$ cat src/rtl/instr_ctrl_pkg.sv
// Shared constants and state encoding for the instruction-memory load/fetch controller.
// The optional load checksum is enabled by defining INSTR_LOAD_CHECKSUM_EN.
package instr_ctrl_pkg;

  localparam int ADDR_W_DEF = 8;
  localparam int WORD_W_DEF = 16;
  localparam int RD_W_DEF   = 8;
  localparam int CSUM_W     = 8;

  // Controller state encoding, kept as plain constants for legacy tools.
  typedef logic [2:0] state_t;
  localparam state_t ST_IDLE    = 3'd0;
  localparam state_t ST_LOAD_HI = 3'd1;
  localparam state_t ST_LOAD_LO = 3'd2;
  localparam state_t ST_WRITE   = 3'd3;
  localparam state_t ST_CHK     = 3'd4;

endpackage

$ cat src/rtl/instr_fetch_pipe.sv
// Two-cycle fetch pipeline: registers the read address on accept and tracks
// the matching valid through the synchronous memory read.
module instr_fetch_pipe
  import instr_ctrl_pkg::*;
#(
  parameter int ADDR_W = ADDR_W_DEF
) (
  input  logic              clk,
  input  logic              rst,
  input  logic              accept,
  input  logic [ADDR_W-1:0] fetch_addr,
  output logic [ADDR_W-1:0] mem_r_addr,
  output logic              fetch_valid
);

  logic [1:0] vld_sr;

  // NOTE: state registers use non-blocking assignments so every flop samples
  // the pre-edge values regardless of statement order.
  always_ff @(posedge clk) begin
    if (rst) begin
      vld_sr     <= 2'b00;
      mem_r_addr <= '0;
    end else begin
      vld_sr <= {vld_sr[0], accept};
      if (accept) mem_r_addr <= fetch_addr;
    end
  end

  assign fetch_valid = vld_sr[1];

endmodule

$ cat src/rtl/instr_mem_ctrl.sv
// Instruction-memory controller: packs host bytes into words for load sessions and
// serves pipelined core fetches while idle. INSTR_LOAD_CHECKSUM_EN adds a trailing checksum byte.
module instr_mem_ctrl
  import instr_ctrl_pkg::*;
#(
  parameter int ADDR_W = ADDR_W_DEF,
  parameter int WORD_W = WORD_W_DEF,
  parameter int RD_W   = RD_W_DEF
) (
  input  logic              clk,
  input  logic              rst,
  input  logic              load_start,
  input  logic [ADDR_W-1:0] load_len,
  input  logic [7:0]        rx_data,
  input  logic              rx_valid,
  output logic              rx_ready,
  input  logic              fetch_req,
  input  logic [ADDR_W-1:0] fetch_addr,
  output logic              fetch_ready,
  output logic              fetch_valid,
  output logic [RD_W-1:0]   fetch_data,
  output logic              mem_we,
  output logic [ADDR_W-1:0] mem_w_addr,
  output logic [WORD_W-1:0] mem_w_instr,
  output logic [ADDR_W-1:0] mem_r_addr,
  input  logic [RD_W-1:0]   mem_r_instr,
  output logic              busy_load,
  output logic              load_done,
  output logic              load_err
);

  state_t              state_q, state_d;
  logic [ADDR_W-1:0]   cnt_q, len_q;
  logic [WORD_W/2-1:0] hi_q, lo_q;
  logic                done_q;
  logic                rx_xfer, last_word, session_end, open_session;

  assign open_session = (state_q == ST_IDLE) && load_start;
  assign rx_xfer      = rx_valid && rx_ready;
  assign last_word    = (cnt_q == len_q);

`ifdef INSTR_LOAD_CHECKSUM_EN
  assign rx_ready    = (state_q == ST_LOAD_HI) || (state_q == ST_LOAD_LO) || (state_q == ST_CHK);
  assign session_end = (state_q == ST_CHK) && rx_xfer;
`else
  assign rx_ready    = (state_q == ST_LOAD_HI) || (state_q == ST_LOAD_LO);
  assign session_end = (state_q == ST_WRITE) && last_word;
`endif

  // NOTE: state_d gets a default before the case so no path leaves it
  // unassigned, which would otherwise infer a latch.
  always_comb begin
    state_d = state_q;
    case (state_q)
      ST_IDLE:    if (load_start) state_d = ST_LOAD_HI;
      ST_LOAD_HI: if (rx_xfer) state_d = ST_LOAD_LO;
      ST_LOAD_LO: if (rx_xfer) state_d = ST_WRITE;
      ST_WRITE: begin
        if (!last_word) state_d = ST_LOAD_HI;
`ifdef INSTR_LOAD_CHECKSUM_EN
        else state_d = ST_CHK;
`else
        else state_d = ST_IDLE;
`endif
      end
`ifdef INSTR_LOAD_CHECKSUM_EN
      ST_CHK:     if (rx_xfer) state_d = ST_IDLE;
`endif
      default:    state_d = ST_IDLE;
    endcase
  end

  always_ff @(posedge clk) begin
    if (rst) begin
      state_q <= ST_IDLE;
      cnt_q   <= '0;
      len_q   <= '0;
      hi_q    <= '0;
      lo_q    <= '0;
      done_q  <= 1'b0;
    end else begin
      state_q <= state_d;
      done_q  <= session_end;
      if (open_session) begin
        len_q <= load_len;
        cnt_q <= '0;
      end
      if ((state_q == ST_LOAD_HI) && rx_xfer) hi_q <= rx_data;
      if ((state_q == ST_LOAD_LO) && rx_xfer) lo_q <= rx_data;
      // Counter is exactly ADDR_W wide, so a full-depth session wraps it to 0.
      if (state_q == ST_WRITE) cnt_q <= cnt_q + 1'b1;
    end
  end

`ifdef INSTR_LOAD_CHECKSUM_EN
  logic [CSUM_W-1:0] csum_q;
  logic              err_q;

  always_ff @(posedge clk) begin
    if (rst) begin
      csum_q <= '0;
      err_q  <= 1'b0;
    end else if (open_session) begin
      csum_q <= '0;
      err_q  <= 1'b0;
    end else if (rx_xfer && ((state_q == ST_LOAD_HI) || (state_q == ST_LOAD_LO))) begin
      csum_q <= csum_q + rx_data;
    end else if ((state_q == ST_CHK) && rx_xfer) begin
      err_q <= (rx_data != csum_q);
    end
  end

  assign load_err = err_q;
`else
  assign load_err = 1'b0;
`endif

  assign busy_load   = (state_q != ST_IDLE);
  assign load_done   = done_q;
  assign mem_we      = (state_q == ST_WRITE);
  assign mem_w_addr  = cnt_q;
  assign mem_w_instr = {hi_q, lo_q};

  // A simultaneous load_start wins over a fetch request.
  assign fetch_ready = (state_q == ST_IDLE) && !load_start;
  assign fetch_data  = mem_r_instr;

  instr_fetch_pipe #(.ADDR_W(ADDR_W)) u_fetch_pipe (
    .clk         (clk),
    .rst         (rst),
    .accept      (fetch_req && fetch_ready),
    .fetch_addr  (fetch_addr),
    .mem_r_addr  (mem_r_addr),
    .fetch_valid (fetch_valid)
  );

endmodule

$ cat config.mk
export PLATFORM = sky130hd
export DESIGN_NAME = instr_mem_ctrl
export DESIGN_NICKNAME = d
export VERILOG_FILES = /design/src/rtl/instr_ctrl_pkg.sv /design/src/rtl/instr_fetch_pipe.sv /design/src/rtl/instr_mem_ctrl.sv
export SDC_FILE = /design/constraint.sdc
export NUM_CORES = 1
export LEC_CHECK = 0
export ABC_CLOCK_PERIOD_IN_PS = 1900
export CAP_MARGIN = 20
export CELL_PAD_IN_SITES_DETAIL_PLACEMENT = 1
export CELL_PAD_IN_SITES_GLOBAL_PLACEMENT = 1
export CORE_MARGIN = 4
export CORE_UTILIZATION = 43
export CTS_CLUSTER_DIAMETER = 50
export DETAILED_ROUTE_END_ITERATION = 10
export DONT_BUFFER_PORTS = 1
export PLACE_DENSITY = 0.85
export RECOVER_POWER = 50
export SLEW_MARGIN = 20
export SYNTH_ARGS = -nofsm -noshare
export SYNTH_HDL_FRONTEND = slang
export SYNTH_SLANG_ARGS = --single-unit
$ cat constraint.sdc
create_clock -name clk -period 1.9 [get_ports clk]
set_input_delay 0.38 -clock clk [delete_from_list [all_inputs] [get_ports clk]]
set_output_delay 0.38 -clock clk [all_outputs]
set_load 0.1 [all_outputs]
# == Word-level counts from Yosys, hierarchy flattened ==
# Index checks and enable logic that the tools add are counted.
# classes
n_addsub,1
eq_ne,7
mux,7
n_reduce_logical,13
# ops
op,n
8-bit two-way mux,2
3-bit one-hot mux with 4 select lines,1
3-bit two-way mux,3
"8-bit by 1-bit adder with 8-bit output, second input constant",1
8-bit equality test,1
1-bit logical AND,7
"3-bit by 2-bit equality test with 1-bit output, second input constant",2
"2-bit inequality test, second input constant",3
"3-bit by 1-bit equality test with 1-bit output, second input constant",1
3-bit logical NOT,1
3-bit AND reduction,1
3-bit nonzero test,1
2-bit nonzero test,1
1-bit logical NOT,1
1-bit logical OR,1
1-bit two-way mux,1
# word_totals
register_bits,46
in_bits,37
output_inout_bits,47
wordCells,36

# == Longest topological paths before layout ==
# logic_depth
word_depth,5
mapped_depth,7
ltp_nobuf,7

# == Hierarchy ==
# Synthesis repeated with hierarchy kept, for this count alone.
# unflattened
hier_cells,216
hier_area_um2,1936.9
# modules_own_cells
mod,instances,cells_each,area_per_inst_um2,seq_area_each_um2
instr_mem_ctrl,1,186,1597.8,700.7
instr_fetch_pipe,1,30,339.1,200.2

# == Worst setup path before layout ==
# No wires, ideal clock.
# synth_timing
kind,reg-to-reg
startpoint,reg state_q[1]
endpoint,reg hi_q[0]
setup_ns,0.128
t_arrival_ns,2.151
required_ns,1.772
setup_slack_ns,-0.379
path_stages_with_launch,6
path_buffers,0
period_less_slack_ns,2.279
cell_sequence,dfxtp_1 -> inv_1 -> ha_1 -> nand3_1 -> mux2i_1 -> nor2_1
# synth_via
elab_chain_cells,4
elab_cells_between_ends,5
classes_between,2 x eq/ne; 3 x reduce/logical
# synth_rtl
element,line,rtl
start: declaration,instr_mem_ctrl.sv:32,"state_t state_q, state_d;"
start signal: assignment,instr_mem_ctrl.sv:82,state_q <= state_d;
3-bit by 1-bit equality test with 1-bit output or 3-bit by 2-bit equality test with 1-bit output (tied branches),instr_mem_ctrl.sv:46,assign rx_ready = (state_q == ST_LOAD_HI) || (state_q == ST_LOAD_LO);
1-bit logical OR *,instr_mem_ctrl.sv:46,
via rx_ready,instr_mem_ctrl.sv:16,"output logic rx_ready,"
1-bit logical AND *,instr_mem_ctrl.sv:39,assign rx_xfer = rx_valid && rx_ready;
1-bit logical AND *,instr_mem_ctrl.sv:88,if ((state_q == ST_LOAD_HI) && rx_xfer) hi_q <= rx_data;
end signal: assignment,instr_mem_ctrl.sv:88,
end: declaration,instr_mem_ctrl.sv:34,"logic [WORD_W/2-1:0] hi_q, lo_q;"
# The timed path passes the listed nets; every way through them passes the cells marked *.
# A chain may end at the register's enable or synchronous reset.

# == Final worst setup path ==
# layout_timing
startpoint,reg state_q[0]
endpoint,out fetch_ready
# layout_via
elab_chain_cells,2
# layout_rtl
element,line,rtl
3-bit logical NOT,instr_mem_ctrl.sv:125,assign fetch_ready = (state_q == ST_IDLE) && !load_start;
1-bit logical AND,instr_mem_ctrl.sv:125,
end: declaration,instr_mem_ctrl.sv:19,"output logic fetch_ready,"
# No other way between the ends.

==> summary.md <==
| Metric | Value |
|---|---|
| Post-synthesis simple-gate area fraction | 21.9% |
| Final WL | 5.02 mm |
| Outcome | completed |
| Worst path top cell family by delay | buffers and inverters |
| Crit path time final | 1.80 ns |
| Max Root-Sink Buffers | 2 |
| Pwr dens | 1520 mW/mm^2 |
| CTS tree | built |
| Leakage | 0.000931 uW |
| Fraction of layout cells with a size suffix above 1 | 25.3% |
| Most used routing layer | met2 |
| Via count | 1634 |
| CORE AREA | 0.00414 mm^2 |
| Post-CTS sizing | 1 |
| Post-synthesis compound-gate area fraction | 12.1% |
| First-pass DRT Iterations | 4 |
| First-pass GRT wire length | 7.96 mm |
| Largest net degree at the start of global routing | 46 |
| Final period util | 94.9% |
| # nets final | 290 |
| Synthesized area | 0.00190 mm^2 |
| Starting density of the core | 45.8% |
| Setup TNS | 0 ns |
| Synth Register Bits | 45 |
| Reg clk slew, reported paths | 0.08 ns |
| Mux contribution to synthesized area | 4.74% |
| Share of the synthesized area in the top cell type | 47.4% |
| Hold Crit Start | rst |
| Post-CTS setup buffers | 0 |
| Die area | 0.00554 mm^2 |
| Crit-path cells | inv_1 -> ha_2 -> nand2b_1 -> inv_2 -> buf_12 |
| Grt met2 use | 32.7% |
| Max FO, Critical Path | 9 |
| Average cell area after synthesis | 8.56 um^2 |
| DRT iter0 DRCs | 74 |
| Critical path class | reg2out |
| Worst VDD drop | 0.00121 V |
| Clock skew | 0.00401 ns |
| Min-Delay Path Depth | 1 |
| CTS H-tree lvls | 2 |
| Reg2reg path depth | 6 |
| Top cells by area, synth | dfxtp_1 (47%), a21oi_1 (8.4%), nand2_1 (8.1%), nand3_1 (5.5%), mux2i_1 (4.7%) |
| Clk_lat worst skew | 0.30 ns |
| Actual slew at the worst max-slew pin | 0.570 ns |
| Post-synth cell types | 32 |
| WL/cell | 16.8 um |
| TritonCTS Sinks | 45 |
| Number of global-route vias before repair | 1586 |
| YS warnings | 0 |
| WP data arrival | 1.42 ns |
| Max-slew headroom | 62.0% |
| Syn Nets | 264 |
| HP Class | in2reg |
| GRT met3 Usage | 5.95% |
| Fillers | 511 |
| Diode count | 0 |
| Crit path depth | 5 |
| Met1 Usage GRT | 23.0% |
| Gpl congestion | 0.785 |
| Initial antenna violation count | 0 |
| GR Overflow Total | 0 |
| Max-slew violations | 0 |
| Num CTS Buffers | 5 |
| Reg2reg start | state_q[0] |
| Final setup fails | 0 |
| Cell taking the most area after synthesis | dfxtp_1 |
| WP buf/inv | 3 |
| Post-route cell area | 0.00224 mm^2 |
| Final ANT Viol Nets | 0 |
| Placed standard-cell area | 0.00218 mm^2 |
| DRC viols | 0 |
| Post-Synth Adder-Cell Area | 3.29% |
| Row Count | 23 |
| Maximum capacitance violations | 0 |
| Critical path data required time | 1.52 ns |
| Hold_buf cts | 0 |
| RSZ-0062 raised after global routing | false |
| Max Clk Rate | 555 MHz |
| CTS root buf | clkbuf_8 |
| Post-synthesis sequential area ratio | 47.4% |
| Hold Violations, Final | 0 |
| Die Y | 74.5 um |
| Die Width | 74.5 um |
| Post-Synth XOR/XNOR Area | 3.69% |
| I/O pin cnt | 84 |
| Cell count after synthesis | 222 |
| Detailed placer's ending HPWL | 3.50 mm |
| Post-synth EDFFs | 0 |
| Critical Path Start | state_q[0] |
| Port bufs | 0 |
| Main flop type after synthesis | dfxtp_1 |
| Share of synthesized registers carrying an async set or reset | 0% |
| CP Capture Type | primary output |
| Crit-path max cell delay | 0.35 ns |
| Largest family of logic cells by synthesized area | simple AND/OR/NAND/NOR gates |
| Vias per cell | 5.46 |
| Synthesis-to-layout area growth | 18.1% |
| CP max stage cell | dfxtp_2 |
| GRT Total Usage | 19.3% |
| CP Launch Type | flip-flop |
==> metrics by stage <==
step                      hold slack [ns]  cells  utilization, %  setup WS (ns)  total power, uW
after floorplan                     0.414    222               -         0.0419             2410
after global routing                0.121    299            54.1        0.00466             3590
after CTS                           0.133    299            55.9         0.0450             3470
after detailed placement            0.444    291            52.6          0.270             2600
final                               0.139    299            54.1         0.0972             3410
after global placement              0.419    291            52.6          0.308             2570
==> cells by family after synthesis <==
group,after synthesis
compound gates,41
xor+xnor,8
mux,9
fa+ha+maj,5
other cells,1
simple gates,89
flops,45
buf+inv,24
==> cell usage in the layout (no fill, tap or decap), drive strengths merged <==
cell	instances
dfxtp	45
nand2	41
clkbuf	35
a21oi	33
nand3	21
nor2	11
mux2i	9
xnor2	8
buf	8
inv	5
ha	5
nand4	4
nand2b	3
o211ai	2
or2	2
a211oi	2
bufinv	2
or3	2
and2	1
nand3b	1
o21ai	1
o21bai	1
a221oi	1
o311ai	1
or4	1
nor4b	1
nor2b	1
conb	1
clkinv	1
==> cell usage after synthesis, types with 2 or more instances <==
cell type and count:
a211oi_1 2, a21oi_1 32, buf_2 2, buf_4 9, clkbuf_1 8, dfxtp_1 45
ha_1 5, inv_1 4, mux2i_1 9, nand2_1 41, nand2b_1 3, nand3_1 21
nand4_1 3, nor2_1 11, o211ai_1 2, or2_2 2, xnor2_1 8
==> registers in the layout, indices dropped and copies added, names as in the netlist <==
name                     count
hi_q                         8
len_q                        8
lo_q                         8
mem_w_addr                   8
u_fetch_pipe.mem_r_addr      8
state_q                      2
u_fetch_pipe.vld_sr          2
load_done                    1
==> layout make-up <==
class	instances	area, um^2	area share, %
multi-input cells	153	892	39.8
well taps	50	62.6	2.79
repair buffers	38	226	10.1
inverters	5	18.8	0.837
clock buffers	5	68.8	3.07
clock inverters	3	65.1	2.90
flip-flops and latches	45	910	40.5
==> layer usage <==
layer | wire length [um] | share of wire [%]
met1 | 1980 | 40
met5 | 0 | 0
met2 | 2590 | 52
met3 | 357 | 7.1
met4 | 89 | 1.8
==> final timing paths <==
kind,to,slack (ns)
max reg2reg,mem_w_addr[7],0.28
min reg2reg,lo_q[5],0.45
max,fetch_ready,0.1
min,mem_w_addr[7],0.14
==> report_power, final <==
group          internal (uW)  switching, uW  total, uW
combinational            328           1120       1440
sequential              1050           75.7       1130
clock                    522            319        841
No activity file was read; power rests on OpenSTA's default activity.
